File: src/rtl/relu_bwd_stream_if.sv
// Handshake/bus bundle for relu_bwd_stream.
// master: the surrounding datapath (drives activations, gradients, out_ready, flush).
// slave : the relu_bwd_stream block itself.
interface relu_bwd_stream_if #(
    parameter int WIDTH = 16,
    parameter int N     = 4,
    parameter int DEPTH = 8
);
    localparam int CW = $clog2(DEPTH) + 1;

    logic                 act_valid;
    logic                 act_ready;
    logic [N*WIDTH-1:0]   act_in;
    logic                 grad_valid;
    logic                 grad_ready;
    logic [N*WIDTH-1:0]   grad_in;
    logic                 out_valid;
    logic                 out_ready;
    logic [N*WIDTH-1:0]   grad_out;
    logic                 flush;
    logic [CW-1:0]        mask_count;

    modport master (
        output act_valid, act_in, grad_valid, grad_in, out_ready, flush,
        input  act_ready, grad_ready, out_valid, grad_out, mask_count
    );

    modport slave (
        input  act_valid, act_in, grad_valid, grad_in, out_ready, flush,
        output act_ready, grad_ready, out_valid, grad_out, mask_count
    );
endinterface

File: src/rtl/relu_bwd_stream.sv
// Streaming ReLU backward path: a mask FIFO filled from pre-activations and
// drained one entry per gradient vector, with a registered valid/ready output.
// Optional build macro RELU_BWD_LEAKY_EN: masked-out lanes carry
// grad_in >>> LEAK_SHIFT instead of zero.
module relu_bwd_stream #(
    parameter int WIDTH      = 16,
    parameter int N          = 4,
    parameter int DEPTH      = 8,
    parameter int LEAK_SHIFT = 3
) (
    input  logic             clk,
    input  logic             rst_n,
    relu_bwd_stream_if.slave bus
);
    localparam int AW = $clog2(DEPTH);
    localparam int CW = AW + 1;

    // Parameter sanity: DEPTH must be a power of two >= 2 so pointers wrap freely.
    if ((DEPTH < 2) || ((DEPTH & (DEPTH - 1)) != 0) || (LEAK_SHIFT < 0) || (LEAK_SHIFT >= WIDTH)) begin : g_bad_params
        $error("relu_bwd_stream: illegal DEPTH or LEAK_SHIFT");
    end

    logic [N-1:0]       mask_mem [DEPTH];
    logic [AW-1:0]      wr_ptr;
    logic [AW-1:0]      rd_ptr;
    logic [CW-1:0]      count;
    logic               push;
    logic               pop;
    logic [N-1:0]       act_mask;
    logic [N-1:0]       rd_mask;
    logic [N*WIDTH-1:0] gated;
    logic               out_valid_q;
    logic [N*WIDTH-1:0] grad_out_q;

    assign bus.act_ready  = (count != CW'(DEPTH));
    assign bus.grad_ready = (count != '0) && (!out_valid_q || bus.out_ready);
    assign bus.out_valid  = out_valid_q;
    assign bus.grad_out   = grad_out_q;
    assign bus.mask_count = count;

    // A same-cycle flush cancels both the push and the pop.
    assign push = bus.act_valid  && bus.act_ready  && !bus.flush;
    assign pop  = bus.grad_valid && bus.grad_ready && !bus.flush;

    assign rd_mask = mask_mem[rd_ptr];

    // Per-lane positivity mask of the incoming activation and gating of the gradient.
    always_comb begin
        act_mask = '0;
        gated    = '0;
        for (int i = 0; i < N; i++) begin
            act_mask[i] = !bus.act_in[i*WIDTH + WIDTH - 1] && (|bus.act_in[i*WIDTH +: WIDTH]);
            if (rd_mask[i]) begin
                gated[i*WIDTH +: WIDTH] = bus.grad_in[i*WIDTH +: WIDTH];
            end else begin
`ifdef RELU_BWD_LEAKY_EN
                gated[i*WIDTH +: WIDTH] = $signed(bus.grad_in[i*WIDTH +: WIDTH]) >>> LEAK_SHIFT;
`else
                gated[i*WIDTH +: WIDTH] = '0;
`endif
            end
        end
    end

    // Mask storage; contents are don't-care after reset so no reset here.
    always_ff @(posedge clk) begin
        if (push) begin
            mask_mem[wr_ptr] <= act_mask;
        end
    end

    // FIFO pointers and occupancy.
    always_ff @(posedge clk) begin
        if (!rst_n) begin
            wr_ptr <= '0;
            rd_ptr <= '0;
            count  <= '0;
        end else if (bus.flush) begin
            wr_ptr <= '0;
            rd_ptr <= '0;
            count  <= '0;
        end else begin
            if (push) begin
                wr_ptr <= wr_ptr + AW'(1);
            end
            if (pop) begin
                rd_ptr <= rd_ptr + AW'(1);
            end
            case ({push, pop})
                2'b10:   count <= count + CW'(1);
                2'b01:   count <= count - CW'(1);
                default: count <= count;
            endcase
        end
    end

    // Registered output stage; holds while stalled, untouched by flush.
    always_ff @(posedge clk) begin
        if (!rst_n) begin
            out_valid_q <= 1'b0;
            grad_out_q  <= '0;
        end else if (pop) begin
            out_valid_q <= 1'b1;
            grad_out_q  <= gated;
        end else if (bus.out_ready) begin
            out_valid_q <= 1'b0;
        end
    end
endmodule

File: src/flat_wrapper.sv
// flat-port wrapper written by rule: the top's interface ports become plain ports
module relu_bwd_stream_flat 
#(
    parameter int WIDTH      = 16,
    parameter int N          = 4,
    parameter int DEPTH      = 8,
    parameter int LEAK_SHIFT = 3
)
  (clk, rst_n, bus_act_valid, bus_act_in, bus_grad_valid, bus_grad_in, bus_out_ready, bus_flush, bus_act_ready, bus_grad_ready, bus_out_valid, bus_grad_out, bus_mask_count);
  relu_bwd_stream_if #(.WIDTH(WIDTH), .N(N), .DEPTH(DEPTH)) bus_i ();
  input  logic clk;
  input  logic rst_n;
  input wire logic [$bits(bus_i.act_valid)-1:0] bus_act_valid;
  input wire logic [$bits(bus_i.act_in)-1:0] bus_act_in;
  input wire logic [$bits(bus_i.grad_valid)-1:0] bus_grad_valid;
  input wire logic [$bits(bus_i.grad_in)-1:0] bus_grad_in;
  input wire logic [$bits(bus_i.out_ready)-1:0] bus_out_ready;
  input wire logic [$bits(bus_i.flush)-1:0] bus_flush;
  output wire logic [$bits(bus_i.act_ready)-1:0] bus_act_ready;
  output wire logic [$bits(bus_i.grad_ready)-1:0] bus_grad_ready;
  output wire logic [$bits(bus_i.out_valid)-1:0] bus_out_valid;
  output wire logic [$bits(bus_i.grad_out)-1:0] bus_grad_out;
  output wire logic [$bits(bus_i.mask_count)-1:0] bus_mask_count;
  assign bus_i.act_valid = bus_act_valid;
  assign bus_i.act_in = bus_act_in;
  assign bus_i.grad_valid = bus_grad_valid;
  assign bus_i.grad_in = bus_grad_in;
  assign bus_i.out_ready = bus_out_ready;
  assign bus_i.flush = bus_flush;
  assign bus_act_ready = bus_i.act_ready;
  assign bus_grad_ready = bus_i.grad_ready;
  assign bus_out_valid = bus_i.out_valid;
  assign bus_grad_out = bus_i.grad_out;
  assign bus_mask_count = bus_i.mask_count;
  relu_bwd_stream #(.WIDTH(WIDTH), .N(N), .DEPTH(DEPTH), .LEAK_SHIFT(LEAK_SHIFT)) u_core (.clk(clk), .rst_n(rst_n), .bus(bus_i));
endmodule
File: config.mk
export PLATFORM = sky130hd
export DESIGN_NAME = relu_bwd_stream_flat
export DESIGN_NICKNAME = d
export VERILOG_FILES = /design/src/rtl/relu_bwd_stream_if.sv /design/src/rtl/relu_bwd_stream.sv /design/src/flat_wrapper.sv
export SDC_FILE = /design/constraint.sdc
export NUM_CORES = 1
export LEC_CHECK = 0
export ABC_AREA = 1
export CAP_MARGIN = 10
export CORE_MARGIN = 2
export CORE_UTILIZATION = 35
export CTS_BUF_LIST = sky130_fd_sc_hd__clkbuf_8
export DETAILED_ROUTE_END_ITERATION = 10
export PLACE_DENSITY = 0.67
export SETUP_SLACK_MARGIN = 0.02
export SLEW_MARGIN = 5
export SYNTH_ARGS = -nofsm -noshare
export SYNTH_HDL_FRONTEND = slang
export SYNTH_SLANG_ARGS = --single-unit
File: constraint.sdc
create_clock -name clk -period 2.5 [get_ports clk]
set_clock_uncertainty 0.1 [all_clocks]
set_input_delay 0.25 -clock clk [delete_from_list [all_inputs] [get_ports clk]]
set_output_delay 0.25 -clock clk [all_outputs]
set_load 0.01 [all_outputs]
# == Yosys cells after proc, flatten, opt, wreduce, memory -nomap -nowiden ==
# Memories as Yosys holds them, arrays and structs flattened. A register that Yosys moved wholly into a read port is not among the register bits.
# Cells that the tools add are included.
# totals
reg_bits,75
ram_bits,32
in_bits,134
out_inout_bits,71
word_cells,49
memories,1
# classes
addsub,4
eq_ne,3
muxes,11
bitwise_logic,1
reduce_logical,24
# mem_list
memory,depth,width,read_ports,rd_clocked_by_memory_dff,wr,line_no,text
u_core.mask_mem,8,4,1,1,1,relu_bwd_stream.sv:23,logic [N-1:0] mask_mem [DEPTH];
# op_table
cell,count
$mux 16,4
$reduce_or 16->1,4
$logic_and 1x1->1,9
$pmux 4 s2,1
$add 3x1->3 const B,2
$logic_not 1->1,6
$mux 3,2
$add 4x1->4 const B,1
$mux 1,4
$ne 4x4->1 const B,1
$reduce_bool 2->1,2
$reduce_bool 4->1,1
$sub 4x1->4 const B,1
$eq 2x1->1 const B,1
$eq 2x2->1 const B,1
$reduce_or 2->1,1
$logic_or 1x1->1,1
$not 1->1,1

# == Depth between registers and ports, before layout ==
# depth
word_depth,7
mapped_depth,15
depth_no_buf,13

# == Worst setup path before layout ==
# Ideal clock, no wire load.
# synth_path
kind,register to register
startpoint,"reg u_core.count[0], in the netlist u_core.bus.mask_count[0]"
endpoint,"reg u_core.count[2], in the netlist u_core.bus.mask_count[2]"
setup_ns,0.109
arrival_time_ns,1.999
required_time_ns,2.291
slack_ns,0.292
path_stages_with_launch,15
path_buffers,2
synth_period_minus_slack_ns,2.208
path_cell_list,dfxtp_1 nor2_1 nand2_1 nand2_1 nor2_4 buf_6 buf_4 ha_1 xor2_1 ha_1 inv_1 nand3_1 nand3_1 nand2_1 inv_1
# synth_via
elab_chain_cells,6
elab_cells_between_ends,13
cone_classes,2 x add/sub; 3 x eq/ne; 1 x mux; 7 x reduce/logical
# synth_lines
item,line_no,text
"start, declared",relu_bwd_stream.sv:26,logic [CW-1:0] count;
"start signal, assigned",relu_bwd_stream.sv:90,2'b10: count <= count + CW'(1);
"start signal, assigned",relu_bwd_stream.sv:91,2'b01: count <= count - CW'(1);
"start signal, assigned",relu_bwd_stream.sv:92,default: count <= count;
$reduce_bool 4->1 *,relu_bwd_stream.sv:36,assign bus.grad_ready = (count != '0) && (!out_valid_q || bus.out_ready);
$logic_and 1x1->1 *,relu_bwd_stream.sv:36,
$logic_and 1x1->1 * (2 in a row),relu_bwd_stream.sv:43,assign pop = bus.grad_valid && bus.grad_ready && !bus.flush;
named net u_core.pop,relu_bwd_stream.sv:28,logic pop;
$eq 2x1->1 or $eq 2x2->1 (tied branches),relu_bwd_stream.sv:89,"case ({push, pop})"
$pmux 4 s2 or $reduce_bool 2->1 (tied branches),n/a,
# Mark *: on every way through the listed nets, which the timed path passes. The rest lies on a longest branch.
# A chain may end at the register's enable or synchronous reset.

# == Worst setup path after layout ==
# layout_path
startpoint,"reg u_core.count[0], in the netlist u_core.bus.mask_count[0]"
endpoint,"reg u_core.count[3], in the netlist u_core.bus.mask_count[3]"
# layout_via
elab_chain_cells,6
elab_cells_between_ends,13
cone_classes,2 x add/sub; 3 x eq/ne; 1 x mux; 7 x reduce/logical
# layout_lines
item,line_no
$reduce_bool 4->1,relu_bwd_stream.sv:36
$logic_and 1x1->1,relu_bwd_stream.sv:36
$logic_and 1x1->1 (2 in a row),relu_bwd_stream.sv:43
$eq 2x1->1 or $eq 2x2->1 (tied branches),relu_bwd_stream.sv:89
$pmux 4 s2 or $reduce_bool 2->1 (tied branches),n/a
# Several ways; a longest one is shown, not always the timed one.

==> results.yml <==
status:
  outcome: "complete, no violations"
drt:
  wire_per_inst_um: 14.61
  ant_nets: 0
  vias_per_cell: 4.953
  drt_pass1_iterations: 7
  vias_post_dr: 4334
  detail_route.drc_violations: 0
  drt_iter0_markers: 284
  postRouteWirelength_um: 12780
timing:
  tightest_slew_ps: 867.2
  final-setup-viol-count: 0
  rsz_0062_raised_after_global_routing: "false"
  report.final.slew_viol_count: 0
  finalSetupTns_ps: 0
  hold_slack_ps: 81.11
  fin_crit_sh: 0.8572
  final.setup.worst_slack_ps: 356.9
  max_slew_margin: 0.4202
  finalWorstPathRequiredPeriod_ps: 2143
  hold_violations: 0
  achievable-frequency_ghz: 0.4666
logic_synthesis:
  ys_top_cells_by_count: "sky130_fd_sc_hd__dfxtp_1 (78), sky130_fd_sc_hd__o21ai_0 (73), sky130_fd_sc_hd__a21oi_2 (40), sky130_fd_sc_hd__nand3_2 (40), sky130_fd_sc_hd__nor2_1 (39)"
  synth_area_per_cell_sq_um: 10.07
  synthesis.area_sq_mm: 0.005016
  synth_cell_type_count: 32
  synth-seq-area-share: 0.5029
  netlist_top_cells_area: "sky130_fd_sc_hd__dfxtp_1 (31%), sky130_fd_sc_hd__edfxtp_1 (19%), sky130_fd_sc_hd__nand3_2 (8.0%), sky130_fd_sc_hd__o21ai_0 (7.3%), sky130_fd_sc_hd__a21oi_2 (7.0%)"
  ys_warn_count: 0
  synth-seq-cells: 110
  synthDominantCellAreaShare: 0.3113
  async_flop_share: 0
  number_of_synthesized_flops_with_an_enable_pin: 32
  most_numerous_cell_in_the_yosys_netlist: "sky130_fd_sc_hd__dfxtp_1"
  synthesized_netlist_net_count: 636
  synth_cells: 498
  synth_flop_cell: "sky130_fd_sc_hd__dfxtp_1"
  synth_top_cell_by_area: "sky130_fd_sc_hd__dfxtp_1"
placement:
  place.detailed.instances: 860
  placement.io_buffers: 204
  hpwlAfterDp_um: 9537
  gp_congestion: 0.7632
  post_dp_cell_area_sq_mm: 0.007109
  dp_worst_slack_ps: 255.3
layout:
  final_layout_size_suffix_gt1_frac: 0.1827
  number_of_nets_in_the_finished_design: 829
  design_area_sq_mm: 0.007312
  layout-area-overhead-vs-synth_pct: 45.77
  insertedDiodeCount: 0
  stdcell_count: 875
cts:
  tritoncts.num_buffers: 9
  htree_num_levels: 3
  cts.hold.buffers_added: 0
  clock_sink_count: 110
  post_cts.repair.setup_buffers: 0
  clock_path_buffers: 2
  post_cts.resized_instances: 0
  ctsRootBufferMaster: "sky130_fd_sc_hd__clkbuf_8"
  clk_transition_reported_paths_ps: 90
  worstSkewPairLatency_ps: 370
  cts_tree: "done"
power:
  worst_ir_drop_vdd_v: 0.0002507
  pwr_density_cell_mw_per_mm2: 484.9
  leakagePower_nw: 2.577
floorplan:
  die_x_um: 123.7
  boundaryPins: 205
  die-height_um: 123.7
  starting_utilization_of_the_core_area: 0.3600
  die_area_sq_mm: 0.01531
  core.rowCount: 43
  coreArea_sq_mm: 0.01393
critical_path:
  cp_slowest_cell: "sky130_fd_sc_hd__dfxtp_1"
  path_common_cell: "sky130_fd_sc_hd__nand3_1"
  critical_path_required_ps: 2700
  worst_reg2reg_endpoint: "u_core.bus.mask_count[3]"
  worst_r2r_path_depth: 10
  path_cells: "nor2_1 -> nand3_1 -> nand2_2 -> ha_1 -> xor2_1 -> nand3_1 -> nand2_1 -> nand3_1 -> and2_1 -> nor2_1"
  worstSetupPathType: "reg2reg"
  cp_data_arrival_time_ps: 2340
  crit_path_max_incr_delay_ps: 370
  worstSetupStartpointType: "register"
  timing.reg2reg.setup_slack_ps: 360
  worstSetupEndpointType: "register"
  regToRegStartpoint: "u_core.bus.mask_count[0]"
  top_fanout_value_on_the_critical_path: 10
grt:
  grt_max_degree: 64
  grt_pass1_wl_um: 19910
  grt_util_all_layers: 0.1637
  number_of_antenna_violations_at_the_first_check_in_global_routing: 0
  number_of_global_route_vias_before_repair: 4304
  grt_remaining_overflow: 0
hold_path:
  hold_crit_path_type: "in2reg"
  worst_hold_path.num_cells: 3
  worstHoldStart: "rst_n"
  min_delay_worst_endpoint: "u_core.bus.grad_out[54]"
run:
  drv.max_cap_violation_count: 0
==> layout by cell type, fill, tap and decap left out, drive strengths merged, types with 3 or more instances in the layout <==
master | netlist | layout
clkdlybuf4s50 | 0 | 203
nor3 | 5 | 5
o211ai | 8 | 8
nor2 | 44 | 44
inv | 22 | 24
edfxtp | 32 | 32
nand2 | 20 | 20
a41oi | 4 | 4
nand3 | 73 | 73
dfxtp | 78 | 78
ha | 4 | 4
xor2 | 3 | 3
clkbuf | 13 | 12
nor4 | 12 | 12
o21ai | 85 | 85
buf | 20 | 12
a21oi | 72 | 72
==> critical path: cells and delay by family, from the launching register on <==
kind / cells / cell delay, ps
xor gates and xnor gates: 1 / 280
DFF: 1 / 370
adders and majority gates: 1 / 270
and+or+nand+nor: 8 / 1060
==> registers in the layout (all words and copies together) (netlist names), named ones only <==
name and count:
u_core.bus.mask_count 4, u_core.rd_ptr 3, u_core.bus.grad_out 64, u_core.wr_ptr 3, u_core.bus.out_valid 1, u_core.mask_mem 32
==> final cells by class <==
| class | count | area [sq um] |
|---|---|---|
| clock buffer | 12 | 165.2 |
| multi-input combinational | 333 | 2142 |
| clock inverter | 3 | 37.54 |
| inverter | 22 | 87.58 |
| sequential | 110 | 2522 |
| fill | 1258 | 6623 |
| tap | 180 | 225.2 |
| timing repair buffer | 215 | 2132 |
==> kinds of logic after synthesis <==
| logic type | count (synthesis) | share of synthesized area |
|---|---|---|
| compound gates | 169 | 0.2232 |
| buf+inv | 55 | 0.07009 |
| simple gates | 157 | 0.1886 |
| fa+ha+maj | 4 | 0.009978 |
| xor+xnor | 3 | 0.005239 |
| flops | 110 | 0.5029 |
==> stage by stage <==
stage	utilization	total power, W
after detailed placement	0.5102	0.002506
after global routing	0.5247	0.003707
after global placement	0.5102	0.002496
final	0.5247	0.003546
after CTS	0.5247	0.003602
after floorplan	-	0.002163
==> power by group <==
group,internal (W),switching (W),total [W]
clock network,0.000534,0.000551,0.00109
registers,0.00188,0.0000252,0.00190
logic,0.000330,0.000227,0.000557
total,0.00274,0.000803,0.00355
==> how the worst max path moves through the flow <==
stage	end	slack (ps)	from	depth (start not counted)
4_1_cts	u_core.bus.mask_count[3]	350	u_core.bus.mask_count[0]	10
2_1_floorplan	u_core.bus.mask_count[2]	290	u_core.bus.mask_count[0]	14
3_5_place_dp	u_core.bus.mask_count[3]	260	bus_act_valid	11
3_3_place_gp	u_core.bus.mask_count[2]	370	bus_act_valid	13
5_1_grt	u_core.bus.mask_count[3]	140	u_core.bus.mask_count[0]	10
6_report	u_core.bus.mask_count[3]	360	u_core.bus.mask_count[0]	10
==> layer usage <==
layer | vias up | track usage | part of all wire | routed length [um]
li1 | 2169 | - | - | -
met1 | 1990 | 0.1972 | 0.42 | 5382
met2 | 163 | 0.2912 | 0.49 | 6273
met3 | 12 | 0.04121 | 0.079 | 1006
met4 | 0 | 0.04119 | 0.0095 | 121
met5 | - | 0 | 0 | 0
Note: power is estimated with default switching activity, not from simulation.
